===== src/rtl/fifo_stream_reader_pkg.sv =====
// fifo_stream_reader shared types.
// FSM state encoding and the delivered-word counter width.
package fifo_stream_reader_pkg;

  typedef enum logic [1:0] {
    IDLE,
    REQ,
    CAPT
  } state_t;

  localparam int WORD_COUNT_W = 16;

endpackage


===== src/rtl/fifo_stream_reader_buffer.sv =====
// fifo_stream_reader_buffer: circular output buffer.
// Push at tail, pop at head, flush empties; head reads 0 while empty.
module fifo_stream_reader_buffer
  import fifo_stream_reader_pkg::*;
#(
  parameter int DATA_WIDTH   = 8,
  parameter int BUFFER_DEPTH = 2
) (
  input  logic                              clock,
  input  logic                              reset,
  input  logic                              push,
  input  logic [DATA_WIDTH-1:0]             wdata,
  input  logic                              pop,
  input  logic                              flush,
  output logic [$clog2(BUFFER_DEPTH+1)-1:0] count,
  output logic [DATA_WIDTH-1:0]             head
);

  localparam int CNT_W = $clog2(BUFFER_DEPTH + 1);
  localparam int PTR_W = (BUFFER_DEPTH > 1) ? $clog2(BUFFER_DEPTH) : 1;
  localparam int SLOTS = 1 << PTR_W;
  localparam logic [PTR_W-1:0] LAST = PTR_W'(BUFFER_DEPTH - 1);
  localparam logic [CNT_W-1:0] FULL = CNT_W'(BUFFER_DEPTH);

  logic [DATA_WIDTH-1:0] mem [SLOTS];
  logic [PTR_W-1:0]      rd_ptr;
  logic [PTR_W-1:0]      wr_ptr;
  logic                  empty;
  logic                  full;
  logic                  do_pop;
  logic                  do_push;

  function automatic logic [PTR_W-1:0] bump(input logic [PTR_W-1:0] p);
    return (p == LAST) ? '0 : p + 1'b1;
  endfunction

  assign empty   = (count == '0);
  assign full    = (count == FULL);
  assign do_pop  = pop && !empty && !flush;
  assign do_push = push && !flush && (!full || do_pop);
  assign head    = empty ? '0 : mem[rd_ptr];

  // pointers and occupancy; flush wins over push and pop
  always_ff @(posedge clock or posedge reset) begin
    if (reset) begin
      rd_ptr <= '0;
      wr_ptr <= '0;
      count  <= '0;
    end else if (flush) begin
      rd_ptr <= '0;
      wr_ptr <= '0;
      count  <= '0;
    end else begin
      if (do_pop)  rd_ptr <= bump(rd_ptr);
      if (do_push) wr_ptr <= bump(wr_ptr);
      unique case ({do_push, do_pop})
        2'b10:   count <= count + 1'b1;
        2'b01:   count <= count - 1'b1;
        default: count <= count;
      endcase
    end
  end

  // storage needs no reset since head is masked while empty
  always_ff @(posedge clock) begin
    if (do_push) mem[wr_ptr] <= wdata;
  end

endmodule


===== src/rtl/fifo_stream_reader.sv =====
// fifo_stream_reader: drains a FIFO read port into a valid/ready stream.
// FIFO_STREAM_READER_COUNT_EN adds o_wordCount (delivered words).
module fifo_stream_reader
  import fifo_stream_reader_pkg::*;
#(
  parameter int DATA_WIDTH   = 8,
  parameter int BUFFER_DEPTH = 2
) (
  input  logic                    i_clock,
  input  logic                    i_reset,
  output logic                    o_fifoRdEnable,
  input  logic [DATA_WIDTH-1:0]   i_fifoRdData,
  input  logic                    i_fifoCanRead,
  output logic [DATA_WIDTH-1:0]   o_data,
  output logic                    o_valid,
  input  logic                    i_ready,
  input  logic                    i_flush
`ifdef FIFO_STREAM_READER_COUNT_EN
  ,
  output logic [WORD_COUNT_W-1:0] o_wordCount
`endif
);

  localparam int CNT_W = $clog2(BUFFER_DEPTH + 1);
  localparam logic [CNT_W:0] DEPTH_L = (CNT_W + 1)'(BUFFER_DEPTH);

  state_t           state;
  state_t           state_nx;
  logic             inflight;
  logic             discard;
  logic             discard_nx;
  logic             push;
  logic             can_issue;
  logic [CNT_W-1:0] count;
  logic [CNT_W:0]   reserved;

  // a read may only issue when a slot is guaranteed after the in-flight word lands
  assign reserved  = {1'b0, count} + {{CNT_W{1'b0}}, inflight};
  assign can_issue = i_fifoCanRead && (reserved < DEPTH_L) && !i_flush;
  assign push      = (state == CAPT) && !discard;
  assign o_valid   = (count != '0);

  fifo_stream_reader_buffer #(
    .DATA_WIDTH   (DATA_WIDTH),
    .BUFFER_DEPTH (BUFFER_DEPTH)
  ) u_buffer (
    .clock (i_clock),
    .reset (i_reset),
    .push  (push),
    .wdata (i_fifoRdData),
    .pop   (i_ready),
    .flush (i_flush),
    .count (count),
    .head  (o_data)
  );

  // next state; REQ always completes through CAPT to keep the FIFO handshake legal
  always_comb begin
    state_nx   = state;
    discard_nx = discard;
    unique case (state)
      IDLE: begin
        if (can_issue) state_nx = REQ;
      end
      REQ: begin
        state_nx = CAPT;
        if (i_flush) discard_nx = 1'b1;
      end
      CAPT: begin
        discard_nx = 1'b0;
        state_nx   = can_issue ? REQ : IDLE;
      end
      default: begin
        state_nx   = IDLE;
        discard_nx = 1'b0;
      end
    endcase
  end

  // state, discard flag, in-flight flag and the registered read strobe
  always_ff @(posedge i_clock or posedge i_reset) begin
    if (i_reset) begin
      state          <= IDLE;
      discard        <= 1'b0;
      inflight       <= 1'b0;
      o_fifoRdEnable <= 1'b0;
    end else begin
      state          <= state_nx;
      discard        <= discard_nx;
      inflight       <= (state_nx != IDLE);
      o_fifoRdEnable <= (state_nx == REQ);
    end
  end

`ifdef FIFO_STREAM_READER_COUNT_EN
  // delivered words; a pop cancelled by flush is not a delivery
  always_ff @(posedge i_clock or posedge i_reset) begin
    if (i_reset) begin
      o_wordCount <= '0;
    end else if (o_valid && i_ready && !i_flush) begin
      o_wordCount <= o_wordCount + 1'b1;
    end
  end
`endif

endmodule


===== config.mk =====
export PLATFORM = sky130hd
export DESIGN_NAME = fifo_stream_reader
export DESIGN_NICKNAME = d
export VERILOG_FILES = /design/src/rtl/fifo_stream_reader_pkg.sv /design/src/rtl/fifo_stream_reader_buffer.sv /design/src/rtl/fifo_stream_reader.sv
export SDC_FILE = /design/constraint.sdc
export NUM_CORES = 1
export LEC_CHECK = 0
export CAP_MARGIN = 20
export CORE_MARGIN = 2
export CORE_UTILIZATION = 35
export CTS_CLUSTER_DIAMETER = 60
export DETAILED_ROUTE_END_ITERATION = 10
export PLACE_DENSITY_LB_ADDON = 0.1
export RECOVER_POWER = 50
export SLEW_MARGIN = 0
export SYNTH_ARGS = -nofsm -noshare
export SYNTH_HDL_FRONTEND = slang
export SYNTH_SLANG_ARGS = --single-unit
export TNS_END_PERCENT = 50

===== constraint.sdc =====
create_clock -name i_clock -period 1.75 [get_ports i_clock]
set_input_delay 0.35 -clock i_clock [delete_from_list [all_inputs] [get_ports i_clock]]
set_output_delay 0.35 -clock i_clock [all_outputs]
set_load 0.05 [all_outputs]

* Word level (Yosys, flattened, before mapping)
Memories as Yosys holds them, arrays and structs flattened. Cells that the tools add are included.
Cells by class: equal/unequal tests 7, muxes and demuxes 16, reduce and logical (&&, ||, !) cells 20, magnitude comparators 1, bitwise gates (word level) 1, add/subtract/negate cells 5
Operator list (number):
- 2-to-1 mux 1 bit | 10
- 2-to-1 mux 8 bit | 1
- nonzero test 2 bit | 4
- logical AND 1 bit | 7
- equality test 2 x 1 -> 1 bit, second input constant | 3
- equality test 2 bit, second input constant | 3
- case mux 2 bit (3 select lines) | 1
- logical NOT 1 bit | 4
- logical NOT 2 bit | 2
- 2-to-1 mux 2 bit | 2
- case mux 2 bit (2 select lines) | 1
- adder 2 x 1 -> 3 bit | 1
- less-than comparator 3 x 2 -> 1 bit, second input constant | 1
- nonzero test 3 bit | 1
- adder 1 bit, second input constant | 2
- adder 2 x 1 -> 2 bit, second input constant | 1
- inequality test 2 bit, second input constant | 1
- case mux 1 bit (2 select lines) | 1
- AND reduction 2 bit | 1
- subtractor 2 x 1 -> 2 bit, second input constant | 1
- logical OR 1 bit | 1
- NOT 1 bit | 1
Storage, ports and cells: memory bits (writable) 16, memories kept 1, bits in registers 9, output and inout port bits 10
Memories:
- u_buffer.mem | words 2, width 8, rd ports 1, clocked after Yosys merged registers in 0, wr ports 1, RTL line fifo_stream_reader_buffer.sv:25 | logic [DATA_WIDTH-1:0] mem [SLOTS];

* Longest topological paths before layout
Gate-level depths: netlist of run 1.
depth after elaboration 9, mapped depth 4, gate-level depth less buffers 3

* Cells and area by module
A second synthesis of run 1 with hierarchy kept.
Unflattened totals: cell total of the unflattened synthesis 77, area, all modules 1059.8 um^2
By module, submodules not included:
- fifo_stream_reader_buffer | area each 863.3 um^2, cells an instance 61, instances 1
- fifo_stream_reader | area each 196.4 um^2, cells an instance 16, instances 1

* Worst setup path after synthesis of run 1
OpenSTA, ideal clock, no wires.
path type flip-flop to flip-flop, from register state[0], to memory u_buffer.mem[1][0], enable pin, data arrival time 1.473 ns, cell stages (with the launch flop) 4, setup slack -0.108 ns, setup time 0.385 ns, period minus slack after synthesis 1.858 ns, required time 1.365 ns, cell sequence dfrtp_1 nor3b_2 o21ai_1 nor3b_1
On the way: word-level cells in the longest chain between the ends 6
Ends and longest elaborated chain:
- from (decl) | RTL line fifo_stream_reader.sv:27 | state_t state;
- from (signal assigned) | RTL line fifo_stream_reader.sv:88 | state <= state_nx;
- equality test 2 bit | RTL line fifo_stream_reader.sv:40 | assign push = (state == CAPT) && !discard;
- logical AND 1 bit | RTL line fifo_stream_reader.sv:40
- logical AND 1 bit (2 in series) | RTL line fifo_stream_reader_buffer.sv:40 | assign do_push = push && !flush && (!full || do_pop);
- 2-to-1 mux 1 bit | RTL line fifo_stream_reader_buffer.sv:66 | if (do_push) mem[wr_ptr] <= wdata;
- 2-to-1 mux 1 bit (not written as such) | RTL line fifo_stream_reader_buffer.sv:66
- to (decl) | RTL line fifo_stream_reader_buffer.sv:25
No other way between the ends.

* Final worst setup path of run 1
from register u_buffer.rd_ptr, to output o_data[0]
On the way: word-level cells in the longest chain between the ends 2
Ends and longest elaborated chain:
- from (decl) | RTL line fifo_stream_reader_buffer.sv:26 | logic [PTR_W-1:0] rd_ptr;
- from (signal assigned) | RTL line fifo_stream_reader_buffer.sv:54 | if (do_pop) rd_ptr <= bump(rd_ptr);
- memory (2 x 8 bit)
- 2-to-1 mux 8 bit | RTL line fifo_stream_reader_buffer.sv:41 | assign head = empty ? '0 : mem[rd_ptr];
- to (decl) | RTL line fifo_stream_reader.sv:14 | output logic [DATA_WIDTH-1:0] o_data,
No other way between the ends.

==> results of run 1 <==
## cell usage after synthesis, drive strengths merged
cell,number,area (µm²)
edfxtp,16,480
nor2,13,51.3
dfrtp,9,225
mux2i,8,80.1
a21oi,5,28.8
inv,3,11.3
buf,2,16.3
clkbuf,2,8.75
nand2b,2,12.5
nor2b,2,12.5
nor3b,2,20.0
o21ai,2,10.0
a211oi,1,7.51
a311oi,1,8.76
and2b,1,8.76
and3,1,6.26
mux2,1,11.3
nor3,1,5.00
nor4,1,6.26
or2,1,6.26
or4b,1,13.8
xor2,1,8.76
## through the flow
step	area, µm²	worst slack [ns]	power [mW]	cells	utilization (%)
2_1_floorplan	1040	-0.0443	0.751	76	-
3_3_place_gp	1410	0.129	0.825	132	50.6
3_5_place_dp	1410	0.121	0.828	132	50.6
4_1_cts	1440	0.0105	1.08	136	51.7
5_1_grt	1490	-0.0244	1.13	140	53.4
6_report	1490	0.0396	1.07	140	53.4
## power groups by stage
stage                     logic, mW  clock network (mW)  registers (mW)
final                         0.156               0.247           0.662
after global routing          0.171               0.293           0.665
after CTS                     0.151               0.263           0.666
after detailed placement      0.151                   0           0.677
after global placement        0.149                   0           0.677
after floorplan              0.0757                   0           0.675
## layer usage
| layer | GRT usage [%] | share of wire (%) | vias up | wire length [µm] |
|---|---|---|---|---|
| met5 | 0 | 0 | - | 0 |
| li1 | - | - | 335 | - |
| met1 | 16.2 | 45 | 331 | 793 |
| met4 | 2.99 | 0.62 | 0 | 11 |
| met2 | 19.6 | 50 | 16 | 890 |
| met3 | 1.98 | 4.6 | 2 | 82 |
## flip-flops by register name, summed over array words and instances (netlist names)
| register | cells |
|---|---|
| state | 2 |
| u_buffer.wr_ptr | 1 |
| discard | 1 |
| u_buffer.rd_ptr | 1 |
| u_buffer.count | 2 |
| u_buffer.mem | 16 |
| o_fifoRdEnable | 1 |
| inflight | 1 |
## final cells by class
cell class	count	share of cell area (%)
Clock buffer	4	1.77
Inverter	3	0.758
Multi-Input combinational cell	44	21.2
Sequential cell	25	47.8
Tap cell	31	2.61
Timing Repair Buffer	33	25.9
## final timing paths
path,start,end,slack (ns),cells after the start
max,u_buffer.rd_ptr$_DFFE_PP0P_,o_data[0],0.04,4
min,i_reset,discard$_DFFE_PP0P_,0.41,2
max reg2reg,state[0]$_DFF_PP0_,u_buffer.mem[1][3]$_DFFE_PP_,0.30,4
min reg2reg,state[1]$_DFF_PP0_,discard$_DFFE_PP0P_,0.46,1
max in group asynchronous,i_reset,u_buffer.count[1]$_DFFE_PP0P_,1.07,2
min in group i_clock,state[1]$_DFF_PP0_,discard$_DFFE_PP0P_,0.46,1
## cell families after synthesis
group	Yosys count	share of synthesized area (%)
flops	25	67.9
simple gates	25	13.7
compound gates	9	5.29
mux	9	8.78
buf+inv	7	3.49
xor+xnor	1	0.843
## what timing repair did
action	CTS	global route
gates resized for setup	4	6
pin swaps	0	1
buffers inserted	0	4
endpoints found under the setup margin	8	9
==> results.json, run 1 <==
{
  "grt-ovfl-total": 0,
  "swShare_pct": 23.3,
  "cts_buffers": 3,
  "synth.avg_cell_area_um2": 13.7,
  "ant_nets": 0,
  "grt_pass1_wl_mm": 3.05,
  "io_buffers": 22,
  "hpwl_mm": 1.31,
  "hold_class": "primary input to asynchronous set/reset pin",
  "peakVddDrop_mv": 0.557,
  "holdWs_ns": 0.414,
  "wl_per_cell_um": 12.7,
  "ys_ff_latch": 25,
  "critPathLaunchType": "flip-flop",
  "vias": 684,
  "cts_sinks": 25,
  "slew_headroom_pct": 77.3,
  "n_fill_cell": 243,
  "avgViaCountPerCell": 4.89,
  "critPathBufInv": 2,
  "setup_viol": 0,
  "drtIter0Drc": 7,
  "cpMaxStageDelayCell": "dfrtp_2",
  "chipHeight_um": 58.5,
  "ys_warn_count": 0,
  "dieWidth_um": 58.5,
  "first_pass_iters": 4,
  "cts_tree": "built",
  "leakagePower_nw": 0.569,
  "clk_pin_slew_worst_paths_ns": 0.13,
  "hold_viol": 0,
  "endpoint_kind": "output port",
  "seqPwrFrac_pct": 62.1,
  "p_clk_share_pct": 23.2,
  "skew_ns": 0.0127,
  "io_pins": 23,
  "crit_required_ns": 1.40,
  "ys_types": 28,
  "cts_root_buf": "clkbuf_4",
  "netSwitchingPower_mw": 0.249,
  "crit_family": "flip-flops",
  "rsz0062_at_grt": "true",
  "drc": 0,
  "grt_usage_pct": 11.8,
  "die_area_mm2": 0.00342,
  "gp_congestion": 0.662,
  "combPwrFrac_pct": 14.7,
  "fmax_mhz": 585,
  "htreeDepth": 1,
  "crit_arrival_ns": 1.36,
  "totalWireLength_mm": 1.78,
  "antenna_found_initial": 0,
  "syn_area_mm2": 0.00104,
  "diodes": 0,
  "syn-num-nets": 89,
  "mostFrequentLayoutCell": "edfxtp_1",
  "worstSetupPathType": "flip-flop to output port",
  "finalMaxSlewViolations": 0,
  "ys_seq_area_share_pct": 67.9,
  "synthCells": 76,
  "rows": 19,
  "cp_cell_sequence": "buf_2 -> mux2i_1 -> nor2_1 -> buf_12",
  "cts_buffer_depth": 2,
  "period_needed_ns": 1.71,
  "nets": 123,
  "timing.final.crit_share_pct": 97.7,
  "drive_above_1_share_pct": 35.8,
  "area_growth_pct": 42.8,
  "finalSetupTns_ns": 0,
  "grt_max_degree": 14,
  "worst_pin_slew_ns": 0.340,
  "initial_core_util_pct": 37.4,
  "worstPathMaxFanout": 4,
  "insertion_delay_ns": 0.31,
  "slowest_delay_ns": 0.43,
  "core_mm2": 0.00278,
  "outcome": "finished, final reports clean",
  "multiInputGateArea_um2": 315,
  "final_cell_mix": "16 x edfxtp_1, 11 x buf_4, 9 x dlygate4sd3_1",
  "seq_area_um2": 709,
  "cts_hold_buffers": 0,
  "grt_pass1_vias": 690,
  "internal-power_mw": 0.817,
  "powerDensity_mw_per_mm2": 717,
  "cap_viol_max_count": 0
}
No activity file was read; power rests on OpenSTA's default activity.
==> inputs of run 2 (changes only) <==
Settings changed: CELL_PAD_IN_SITES_DETAIL_PLACEMENT set to 1, CELL_PAD_IN_SITES_GLOBAL_PLACEMENT set to 1, GPL_TIMING_DRIVEN set to 1, PLACE_DENSITY set to 0.82, PLACE_DENSITY_LB_ADDON 0.1 to not set.
==> run 2 against run 1 <==
Against the previous run:
- design area fell by 2.0%
- count of clock-buffer cells in the layout is the same
- sequential share of layout area grew 0.99 points
- power increased by 0.48%
- largest cell class unchanged
- non-clock buffer count down 4
- fmax decreased by 0.18%
- setup slack got worse by 0.0031 ns
- largest power group unchanged
==> results.json, run 2 (synthesis results as in run 1) <==
{
  "utilization_pct": 52.3,
  "crit_required_ns": 1.40,
  "slew_headroom_pct": 76.8,
  "endpoint_kind": "output port",
  "nets": 120,
  "worst_r2r_path_depth": 4,
  "initial_core_util_pct": 37.4,
  "worst-path-stages": 3,
  "slowest_delay_ns": 0.53,
  "dpl.cell_count": 131,
  "r2r-end": "u_buffer.mem[0][7]$_DFFE_PP_",
  "largestRegisters": "u_buffer.mem x16, state x2, u_buffer.count x2",
  "setup_viol": 0,
  "grt_pass1_wl_mm": 3.12,
  "powerDensity_mw_per_mm2": 736,
  "antenna_found_initial": 0,
  "crit_path_start": "u_buffer.rd_ptr$_DFFE_PP0P_",
  "reg2reg_slack_ns": 0.25,
  "cts_root_buf": "clkbuf_4",
  "drtIter0Drc": 9,
  "io_buffers": 22,
  "critPathBufInv": 1,
  "final_cell_mix": "16 x edfxtp_1, 11 x nor2_1, 9 x dlygate4sd3_1, 9 x buf_4",
  "outcome": "finished, final reports clean",
  "rows": 19,
  "cpMaxStageDelayCell": "dfrtp_2",
  "area_growth_pct": 40.0,
  "insertion_delay_ns": 0.32,
  "critPathLaunchType": "flip-flop",
  "top_register": "u_buffer.mem",
  "die_area_mm2": 0.00342,
  "cts_buffers": 3,
  "htreeDepth": 1,
  "diodes": 0,
  "finalMaxSlewViolations": 0,
  "wl_per_cell_um": 14.5,
  "crit_path_end": "o_data[1]",
  "cp_cell_sequence": "mux2i_1 -> nor2_1 -> buf_12",
  "totalWireLength_mm": 1.99,
  "grt_max_degree": 14,
  "cts_sinks": 25,
  "r2r_start": "state[0]$_DFF_PP0_",
  "timing.final.crit_share_pct": 97.9,
  "mostFrequentLayoutCell": "edfxtp_1",
  "crit_family": "flip-flops",
  "vias": 698,
  "clk_pin_slew_worst_paths_ns": 0.13,
  "cts_tree": "built",
  "chipHeight_um": 58.5,
  "hold_viol": 0,
  "rsz0062_at_grt": "true",
  "dieWidth_um": 58.5,
  "gp_congestion": 0.734,
  "grt_usage_pct": 12.2,
  "drive_above_1_share_pct": 30.2,
  "worstPathMaxFanout": 9,
  "io_pins": 23,
  "crit_arrival_ns": 1.36,
  "core_mm2": 0.00278,
  "ant_nets": 0,
  "finalSetupTns_ns": 0,
  "hpwl_mm": 1.47,
  "peakVddDrop_mv": 0.566,
  "worst_pin_slew_ns": 0.348,
  "cts_buffer_depth": 2,
  "first_pass_iters": 2,
  "leakagePower_nw": 0.551,
  "grt-ovfl-total": 0,
  "skew_ns": 0.0116,
  "fmax_mhz": 584,
  "avgViaCountPerCell": 5.09,
  "largest_reg_flops": 16,
  "cap_viol_max_count": 0,
  "grt_pass1_vias": 697,
  "drc": 0,
  "hold_class": "primary input to asynchronous set/reset pin",
  "fin_cells": 137,
  "worstSetupPathType": "flip-flop to output port",
  "period_needed_ns": 1.71
}
==> run 2: changes by cell type in the layout (fill, tap and decap cells not counted), sizes merged <==
| cell | before | now |
|---|---|---|
| buf | 20 | 17 |
| clkbuf | 5 | 4 |
| nor2 | 13 | 14 |
==> run 2: worst register-to-register path, cell delays in order (launching register included) <==
cell     delay, ns
dfrtp_1       0.44
nor3b_2       0.21
o21ai_1       0.16
nor3_1        0.20
buf_4         0.22
==> run 2: cell type report <==
class                   instances  area [µm²]
flip-flops and latches         25         709
clock buffers                   4        26.3
repair buffers                 29         348
well taps                      31        38.8
fillers                       298        1330
multi-input cells              45         322
inverters                       3        11.3
==> run 2: repair_timing <==
item / CTS / global route
resized for setup: 4 / 2
hold buffers: 0 / 0
gates cloned: 0 / 1
endpoints found under the setup margin: 9 / 9
pin swaps: 0 / 1
setup buffers: 1 / 0
==> run 2: metal layers <==
| metal | vias to the layer above | part of all wire (%) | GRT usage, % | wire length (µm) |
|---|---|---|---|---|
| met5 | - | 0 | 0 | 0 |
| met4 | 0 | 1.6 | 5.98 | 32 |
| met3 | 2 | 5.6 | 1.98 | 112 |
| met2 | 19 | 50 | 21.7 | 1000 |
| met1 | 346 | 42 | 14.3 | 844 |
| li1 | 331 | - | - | - |
==> run 2: worst min path at each step <==
stage	start	end	slack (ns)	depth (start not counted)
global route	i_reset	u_buffer.wr_ptr$_DFFE_PP0P_	0.44	2
detailed placement	state[1]$_DFF_PP0_	discard$_DFFE_PP0P_	0.46	1
finish	i_reset	u_buffer.wr_ptr$_DFFE_PP0P_	0.42	2
floorplan	i_reset	discard$_DFFE_PP0P_	0.18	1
global placement	state[1]$_DFF_PP0_	discard$_DFFE_PP0P_	0.43	1
CTS	i_reset	u_buffer.wr_ptr$_DFFE_PP0P_	0.29	2
==> run 2: per-stage QoR <==
step / cell area (µm²) / hold slack (ns) / setup slack [ns] / total power [mW]
CTS: 1440 / 0.294 / 0.0163 / 1.08
global placement: 1400 / 0.433 / 0.151 / 0.822
detailed placement: 1400 / 0.456 / 0.0446 / 0.830
floorplan: 1040 / 0.178 / -0.0443 / 0.751
global route: 1460 / 0.439 / -0.0363 / 1.11
finish: 1460 / 0.416 / 0.0364 / 1.07
==> run 2: power by group <==
part,switching [mW],total (mW),leakage [nW],internal [mW]
combinational,0.0764,0.151,0.277,0.0745
clock,0.162,0.252,0.0150,0.0893
sequential,0.0186,0.668,0.259,0.649
total,0.257,1.07,0.551,0.813
==> inputs of run 3 (changes only) <==
Settings changed: SKIP_CTS_REPAIR_TIMING set to 1.
==> run 3 against run 2 <==
Against the previous run:
- utilization is 0.49 points higher
- design area is 0.95% higher
- setup slack worse by 0.0095 ns
- die area stayed put
- via count is 0.14% lower
- critical path depth is 1 higher
- clock power hardly changed
==> results.json, run 3 (synthesis results as in run 1) <==
{
  "outcome": "finished, final reports clean",
  "dp_slack_ns": 0.0446,
  "cts_buffer_depth": 2,
  "diodes": 0,
  "largestRegisters": "u_buffer.mem x16, state x2, u_buffer.count x2",
  "endpoint_kind": "output port",
  "worstSetupPathType": "flip-flop to output port",
  "dieWidth_um": 58.5,
  "drc": 0,
  "slowest_delay_ns": 0.48,
  "leakagePower_nw": 0.559,
  "initial_core_util_pct": 37.4,
  "antenna_found_initial": 0,
  "finalSetupTns_ns": 0,
  "largest_reg_flops": 16,
  "critPathLaunchType": "flip-flop",
  "core_mm2": 0.00278,
  "p_total_mw": 1.08,
  "worst_pin_slew_ns": 0.350,
  "wl_per_cell_um": 14.3,
  "finalMaxSlewViolations": 0,
  "slew_headroom_pct": 76.6,
  "worstPathMaxFanout": 8,
  "grt_pass1_vias": 694,
  "mostFrequentLayoutCell": "edfxtp_1",
  "skew_ns": 0.00886,
  "finish.instance_area_mm2": 0.00147,
  "gp_congestion": 0.734,
  "cts_buffers": 3,
  "crit_required_ns": 1.40,
  "die_area_mm2": 0.00342,
  "crit_arrival_ns": 1.37,
  "htreeDepth": 1,
  "hpwl_mm": 1.47,
  "setup_viol": 0,
  "setup_ws_ns": 0.0269,
  "nets": 122,
  "totalWireLength_mm": 1.99,
  "cap_viol_max_count": 0,
  "first_pass_iters": 3,
  "powerDensity_mw_per_mm2": 733,
  "io_pins": 23,
  "grt-ovfl-total": 0,
  "cts_root_buf": "clkbuf_4",
  "fmax_mhz": 580,
  "drtIter0Drc": 9,
  "rsz0062_at_grt": "true",
  "placed_cell_area_mm2": 0.00140,
  "ant_nets": 0,
  "cp_cell_sequence": "nor2_4 -> buf_2 -> nor2_1 -> buf_12",
  "grt_max_degree": 14,
  "cpMaxStageDelayCell": "dfrtp_2",
  "io_buffers": 22,
  "area_growth_pct": 41.3,
  "rows": 19,
  "final_cell_mix": "16 x edfxtp_1, 11 x buf_4, 9 x nor2_1, 9 x dlygate4sd3_1",
  "top_register": "u_buffer.mem",
  "utilization_pct": 52.8,
  "grt_usage_pct": 12.1,
  "period_needed_ns": 1.72,
  "clk_pin_slew_worst_paths_ns": 0.13,
  "insertion_delay_ns": 0.32,
  "hold_class": "primary input to asynchronous set/reset pin",
  "timing.final.crit_share_pct": 98.5,
  "peakVddDrop_mv": 0.546,
  "vias": 697,
  "drive_above_1_share_pct": 33.3,
  "cts_sinks": 25,
  "chipHeight_um": 58.5,
  "hold_viol": 0,
  "grt_pass1_wl_mm": 3.07,
  "avgViaCountPerCell": 5.01,
  "cts_tree": "built"
}
-- run 3: cell types whose count changed in the layout (fill, tap and decap cells not counted) --
cell    before  now
nor2_2       1    3
nor2_4       2    1
nor2_1      11    9
buf_2        0    1
buf_4        9   11
-- run 3: path summary, 6_finish.rpt --
path                                               start                            end  slack (ns)  depth (start not counted)
max                        u_buffer.count[1]$_DFFE_PP0P_                      o_data[3]        0.03                          4
min                                              i_reset    u_buffer.wr_ptr$_DFFE_PP0P_        0.42                          2
max reg2reg                u_buffer.count[0]$_DFFE_PP0P_   u_buffer.mem[0][7]$_DFFE_PP_        0.20                          5
min reg2reg                           state[1]$_DFF_PP0_            discard$_DFFE_PP0P_        0.46                          1
max in group asynchronous                        i_reset  u_buffer.count[0]$_DFFE_PP0P_        1.06                          2
min in group i_clock                  state[1]$_DFF_PP0_            discard$_DFFE_PP0P_        0.46                          1
-- run 3: worst max-delay path, delay by kind of cell (launching register included) --
kind / cells / cell delay [ns]
and+or+nand+nor: 2 / 0.24
buffers and inverters: 2 / 0.33
DFF: 1 / 0.48
-- run 3: power breakdown --
part | leakage [nW] | switching [mW] | total, mW | internal [mW]
clock | 0.0150 | 0.165 | 0.254 | 0.0893
combinational | 0.285 | 0.0799 | 0.157 | 0.0774
sequential | 0.259 | 0.0158 | 0.665 | 0.649
total | 0.559 | 0.260 | 1.08 | 0.816
-- run 3: through the flow --
stage | hold slack [ns] | cells
after floorplan | 0.178 | 76
after global placement | 0.433 | 131
after detailed placement | 0.456 | 131
after CTS | 0.294 | 135
after global routing | 0.439 | 139
final | 0.417 | 139
-- run 3: per-layer routing --
layer / wire, µm / share of wire, % / track usage [%] / vias up
li1: - / - / - / 332
met1: 813 / 41 / 14.2 / 344
met2: 1040 / 52 / 21.2 / 19
met3: 108 / 5.4 / 1.98 / 2
met4: 31 / 1.6 / 5.98 / 0
met5: 0 / 0 / 0 / -
-- run 3: cell type report --
type	instances	area, µm²
clock buffer	4	26.3
fill	299	1310
inverter	3	11.3
multi-input combinational	44	315
sequential	25	709
tap	31	38.8
timing repair buffer	32	368
